[src/rtl/data_plane_pkg.sv]
// Shared widths, transmit FSM states and the packet packing helper for the photonic data plane.
package data_plane_pkg;

  localparam int PKT_W     = 32;
  localparam int NODE_ID_W = 16;
  localparam int WORD_W    = 16;

  typedef enum logic [1:0] {
    IDLE = 2'd0,
    SEND = 2'd1,
    DONE = 2'd2
  } tx_state_t;

  // Remote receive paths expect the destination in the upper half.
  function automatic logic [PKT_W-1:0] make_packet(input logic [NODE_ID_W-1:0] node,
                                                   input logic [WORD_W-1:0]    word);
    return {node, word};
  endfunction

endpackage

[src/rtl/tx_word_buffer.sv]
// Payload store for the transmit packetizer: one synchronous write port, one asynchronous read port.
module tx_word_buffer
  import data_plane_pkg::*;
#(
  parameter int DEPTH  = 16,
  parameter int ADDR_W = $clog2(DEPTH)
) (
  input  logic              clk,
  input  logic              wr_en,
  input  logic [ADDR_W-1:0] wr_addr,
  input  logic [WORD_W-1:0] wr_data,
  input  logic [ADDR_W-1:0] rd_addr,
  output logic [WORD_W-1:0] rd_data
);

  logic [WORD_W-1:0] mem [DEPTH];

  always_ff @(posedge clk) begin
    if (wr_en) mem[wr_addr] <= wr_data;
  end

  assign rd_data = mem[rd_addr];

endmodule

[src/rtl/data_tx_packetizer.sv]
// Buffers GPP payload words, then streams {dest, payload} packets to the link over valid/ready.
module data_tx_packetizer
  import data_plane_pkg::*;
#(
  parameter int DEPTH = 16
) (
  input  logic                      clk,
  input  logic                      rst,
  input  logic [NODE_ID_W-1:0]      dest_node_id,
  input  logic                      gpp_tx_signal,
  input  logic [WORD_W-1:0]         gpp_tx_data,
  input  logic                      gpp_tx_start,
  input  logic                      link_ready,
  output logic                      data_tx_flag,
  output logic [PKT_W-1:0]          data_tx_packet,
  output logic                      data_tx_last,
  output logic                      data_tx_complete_flag,
  output logic [WORD_W-1:0]         RAM_tx_data_out,
  output logic [$clog2(DEPTH):0]    sp_tx_current,
  output logic                      tx_busy,
  output logic                      buf_full
);

  localparam int ADDR_W = $clog2(DEPTH);
  localparam int CNT_W  = ADDR_W + 1;
  localparam logic [CNT_W-1:0] FULL_CNT = CNT_W'(DEPTH);

  tx_state_t             state_q, state_d;
  logic [ADDR_W-1:0]     wr_ptr_q, wr_ptr_d;
  logic [ADDR_W-1:0]     rd_ptr_q, rd_ptr_d;
  logic [CNT_W-1:0]      cnt_q, cnt_d;
  logic [NODE_ID_W-1:0]  dest_q, dest_d;
  logic [CNT_W-1:0]      eff_cnt;
  logic                  wr_en;
  logic [WORD_W-1:0]     rd_word;

  always_comb begin
    state_d  = state_q;
    wr_ptr_d = wr_ptr_q;
    rd_ptr_d = rd_ptr_q;
    cnt_d    = cnt_q;
    dest_d   = dest_q;
    wr_en    = 1'b0;
    eff_cnt  = cnt_q;
    case (state_q)
      IDLE: begin
        wr_en   = gpp_tx_signal && (cnt_q != FULL_CNT);
        eff_cnt = cnt_q + CNT_W'(wr_en);
        cnt_d   = eff_cnt;
        if (wr_en) wr_ptr_d = wr_ptr_q + ADDR_W'(1);
        // A word written alongside start belongs to the message.
        if (gpp_tx_start && (eff_cnt != '0)) begin
          dest_d  = dest_node_id;
          state_d = SEND;
        end
      end
      SEND: begin
        if (link_ready) begin
          rd_ptr_d = rd_ptr_q + ADDR_W'(1);
          cnt_d    = cnt_q - CNT_W'(1);
          // Rewind both pointers so the buffer is empty-at-zero in DONE.
          if (cnt_q == CNT_W'(1)) begin
            rd_ptr_d = '0;
            wr_ptr_d = '0;
            state_d  = DONE;
          end
        end
      end
      DONE:    state_d = IDLE;
      default: state_d = IDLE;
    endcase
  end

  always_ff @(posedge clk) begin
    if (!rst) begin
      state_q  <= IDLE;
      wr_ptr_q <= '0;
      rd_ptr_q <= '0;
      cnt_q    <= '0;
      dest_q   <= '0;
    end else begin
      state_q  <= state_d;
      wr_ptr_q <= wr_ptr_d;
      rd_ptr_q <= rd_ptr_d;
      cnt_q    <= cnt_d;
      dest_q   <= dest_d;
    end
  end

  tx_word_buffer #(.DEPTH(DEPTH), .ADDR_W(ADDR_W)) u_buf (
    .clk     (clk),
    .wr_en   (wr_en && rst),
    .wr_addr (wr_ptr_q),
    .wr_data (gpp_tx_data),
    .rd_addr (rd_ptr_q),
    .rd_data (rd_word)
  );

  // Packet is forced to zero outside SEND so stale buffer contents never leak out.
  assign data_tx_packet        = (state_q == SEND) ? make_packet(dest_q, rd_word) : '0;
  assign RAM_tx_data_out       = data_tx_packet[WORD_W-1:0];
  assign data_tx_flag          = (state_q == SEND);
  assign data_tx_last          = (state_q == SEND) && (cnt_q == CNT_W'(1));
  assign data_tx_complete_flag = (state_q == DONE);
  assign tx_busy               = (state_q != IDLE);
  assign buf_full              = (cnt_q == FULL_CNT);
  assign sp_tx_current         = cnt_q;

endmodule

[config.mk]
export PLATFORM = sky130hd
export DESIGN_NAME = data_tx_packetizer
export DESIGN_NICKNAME = d
export VERILOG_FILES = /design/src/rtl/data_plane_pkg.sv /design/src/rtl/tx_word_buffer.sv /design/src/rtl/data_tx_packetizer.sv
export SDC_FILE = /design/constraint.sdc
export NUM_CORES = 1
export LEC_CHECK = 0
export CORE_MARGIN = 5
export CORE_UTILIZATION = 60
export DETAILED_ROUTE_END_ITERATION = 16
export PLACE_DENSITY = 0.81
export SETUP_SLACK_MARGIN = 0.5
export SYNTH_ARGS = -nofsm -noshare
export SYNTH_HDL_FRONTEND = slang
export SYNTH_SLANG_ARGS = --single-unit
[constraint.sdc]
create_clock -name clk -period 7 [get_ports clk]
set_input_delay 1.75 -clock clk [delete_from_list [all_inputs] [get_ports clk]]
set_output_delay 1.75 -clock clk [all_outputs]
set_load 0.02 [all_outputs]
==> summary.md <==
| Metric | Value |
|---|---|
| Ys async rst share | 0% |
| FP Rows | 51 |
| Hold Path Stages | 2 |
| Hold WC Path Type | flop to flop |
| # DRC | 0 |
| I/O pin total | 95 |
| Clock-pin slew on the worst setup and hold paths | 0.06 ns |
| Setup Buffers After CTS | 0 |
| Drt wl/cell | 23.6 µm |
| RR Startpoint | sp_tx_current[0] |
| F_max | 0.186 GHz |
| Cts bufs inserted | 28 |
| Die height | 151 µm |
| Clock Skew | 0.0246 ns |
| Final hold vios | 0 |
| EDFF count, synth | 256 |
| Vias per cell | 6.13 |
| Tcrit/Tclk final | 76.7% |
| Port buffer count | 94 |
| Most used DFF post-synth | edfxtp_1 |
| Yosys reg bits | 291 |
| Mapped cell area | 11900 µm² |
| CP required | 5.25 ns |
| Final #Nets | 866 |
| Most frequent cells in the layout | edfxtp_1 (256), clkdlybuf4s50_1 (94), nand2_1 (59), mux4_2 (44), mux2i_1 (41) |
| RSZ-0062 raised after global routing | false |
| R2R cell count | 7 |
| Die area | 22800 µm² |
| First-pass GRT wire length | 40100 µm |
| Post-synthesis to final-layout area growth | 17.3% |
| Cell variety after synth | 49 |
| CP max-delay cell | nand2b_1 |
| Worst Min Path Start | dest_q[13] |
| Worst rel slew slack | 22.6% |
| Post-CTS sizing | 0 |
| R2R setup slack | 3.79 ns |
| Fin. max-slew vios | 0 |
| Initial DRC count | 625 |
| Final core utilization | 71.7% |
| Syn_nets | 777 |
| Max rail drop VDD | 0.000318 V |
| Max FO, Critical Path | 22 |
| # setup viols final | 0 |
| Number of global-route vias before repair | 6987 |
| Largest net degree at the start of global routing | 61 |
| Root buffer cell | clkbuf_16 |
| Clock buffer depth | 3 |
| Min Clock Period, post-route | 5.37 ns |
| DR vias | 6782 |
| Htree depth | 1 |
| Hold EP | dest_q[13] |
| RD Place Congestion | 0.869 |
| Worst-Skew Late Latency | 0.55 ns |
| Grt total ovfl | 0 |
| Worst Max-Slew Pin Slew | 1.16 ns |
| Syn. warnings | 0 |
| LEAKAGE | 4.54 nW |
| Critical path launch point type | flop |
| Most common cell after layout, fill and taps aside | edfxtp_1 |
| Core footprint | 19500 µm² |
| DP HPWL | 15400 µm |
| CP Cell Sequence | nand2b_1 > inv_2 > nand2b_1 > nor4b_1 > a221o_1 > clkdlybuf4s50_1 |
| FF-to-FF End | u_buf.mem[14][10] |
| Register area share after synthesis | 70.3% |
| Status | completed |
| Worst Path Arrival | 3.62 ns |
| CTS tree | yes |
| Most used cell, CP | nand2b_1 |
| Final ANT Viol Nets | 0 |
| Mean area per synthesized cell | 16.4 µm² |
| Initial antenna violation count | 0 |
| Die W | 151 µm |
| CP max stage delay | 0.64 ns |
| Clock Sinks | 291 |
| Layout cells sized above 1 | 15.2% |
| Crit end category | output pin |
| Initial Util | 61.1% |
| Post-synthesis instance total | 730 |
| Final setup TNS | 0 ns |
| Pre-Repair DR Iteration Count | 5 |
| Max Cap Viol | 0 |
| Cts hold-fix bufs | 0 |
| Total Routed Length | 26100 µm |
| Tot GR Track Use | 23.5% |
| Power Dens Cells | 317 nW/µm² |
| Worst setup path class | flop to output pin |
cells by family (layout without fill, tap and decap cells):
group                    after synthesis  count (layout)  share of synthesized area, %
AND/OR/NAND/NOR                      180             180                          7.74
AO/OA/AOI/OAI                         86              86                          5.08
other                                  0               1                             0
multiplexers                          88              88                          12.0
XOR/XNOR                               7               7                         0.514
adder cells (fa/ha/maj)               10              10                          1.05
buffers and inverters                 68             179                          3.32
flip-flops                           291             291                          70.3
cells in the mapped netlist, drive strengths merged, types with 9 or more instances:
cell type	instances	area share [%]
nor3	13	0.59
a21oi	13	0.55
dfxtp	35	5.9
edfxtp	256	64
nor2b	20	1.0
nor2	28	0.88
a221o	9	0.75
a211oi	21	1.3
inv	11	0.35
and2	16	0.84
nand3	13	0.55
nand2	59	1.9
o21ai	15	0.63
buf	38	2.2
clkbuf	18	0.73
mux2i	41	3.4
mux4	44	8.3
ha	10	1.0
o31ai	9	0.57
worst max-delay path by stage:
stage                from             endpoint  slack (ns)  depth (start not counted)
4_1_cts              flop   data_tx_packet[11]        1.63                          6
3_5_place_dp         flop   RAM_tx_data_out[6]        2.22                          6
6_report       state_q[0]  RAM_tx_data_out[10]        1.63                          6
2_1_floorplan        flop    data_tx_packet[8]        3.15                          8
3_3_place_gp         flop   RAM_tx_data_out[2]        2.26                          6
5_1_grt        state_q[0]    data_tx_packet[7]        1.43                          6
flip-flops by register name, indices dropped and copies added, names as in the netlist, named ones only:
name	flops
sp_tx_current	5
wr_ptr_q	4
dest_q	16
u_buf.mem	256
rd_ptr_q	4
state_q	2
critical path, delay by kind of cell (launching register included):
| family | cells | cell delay [ns] |
|---|---|---|
| AOI/OAI and AO/OA | 1 | 0.25 |
| buffers and inverters | 2 | 0.94 |
| DFF | 1 | 0.44 |
| and+or+nand+nor | 3 | 1.43 |
metal layers:
metal | wire length [µm] | vias to the layer above | track usage (%)
met1 | 10300 | 3388 | 31.4
met3 | 2170 | 40 | 5.18
met5 | 0 | - | 0
met4 | 542 | 0 | 7.12
met2 | 13100 | 346 | 39.3
li1 | - | 3008 | -
where the power goes:
| part | leakage, nW | total [mW] | internal [mW] | switching [mW] |
|---|---|---|---|---|
| Combinational | 1.49 | 0.882 | 0.422 | 0.461 |
| Clock | 0.459 | 1.49 | 0.879 | 0.614 |
| Sequential | 2.59 | 2.06 | 1.96 | 0.0981 |
| Total | 4.54 | 4.44 | 3.26 | 1.17 |
metrics by stage:
step | power [mW] | worst slack (ns) | hold slack (ns) | area (µm²) | instances
2_1_floorplan | 2.70 | 3.15 | 0.430 | 11900 | 730
3_3_place_gp | 2.94 | 2.26 | 0.439 | 13100 | 1054
3_5_place_dp | 2.98 | 2.22 | 0.445 | 13100 | 1054
4_1_cts | 4.45 | 1.63 | 0.459 | 14000 | 1106
5_1_grt | 4.62 | 1.43 | 0.489 | 14000 | 1106
6_report | 4.44 | 1.63 | 0.458 | 14000 | 1107
area by class of cell:
| class | count | area (µm²) |
|---|---|---|
| flip-flops and latches | 291 | 8390 |
| repair buffers | 116 | 1120 |
| well taps | 265 | 332 |
| clock inverters | 8 | 66.3 |
| inverters | 11 | 41.3 |
| fillers | 1197 | 5530 |
| clock buffers | 44 | 862 |
| diodes | 1 | 2.50 |
| multi-input cells | 371 | 3180 |
Note: power is estimated with default switching activity, not from simulation.
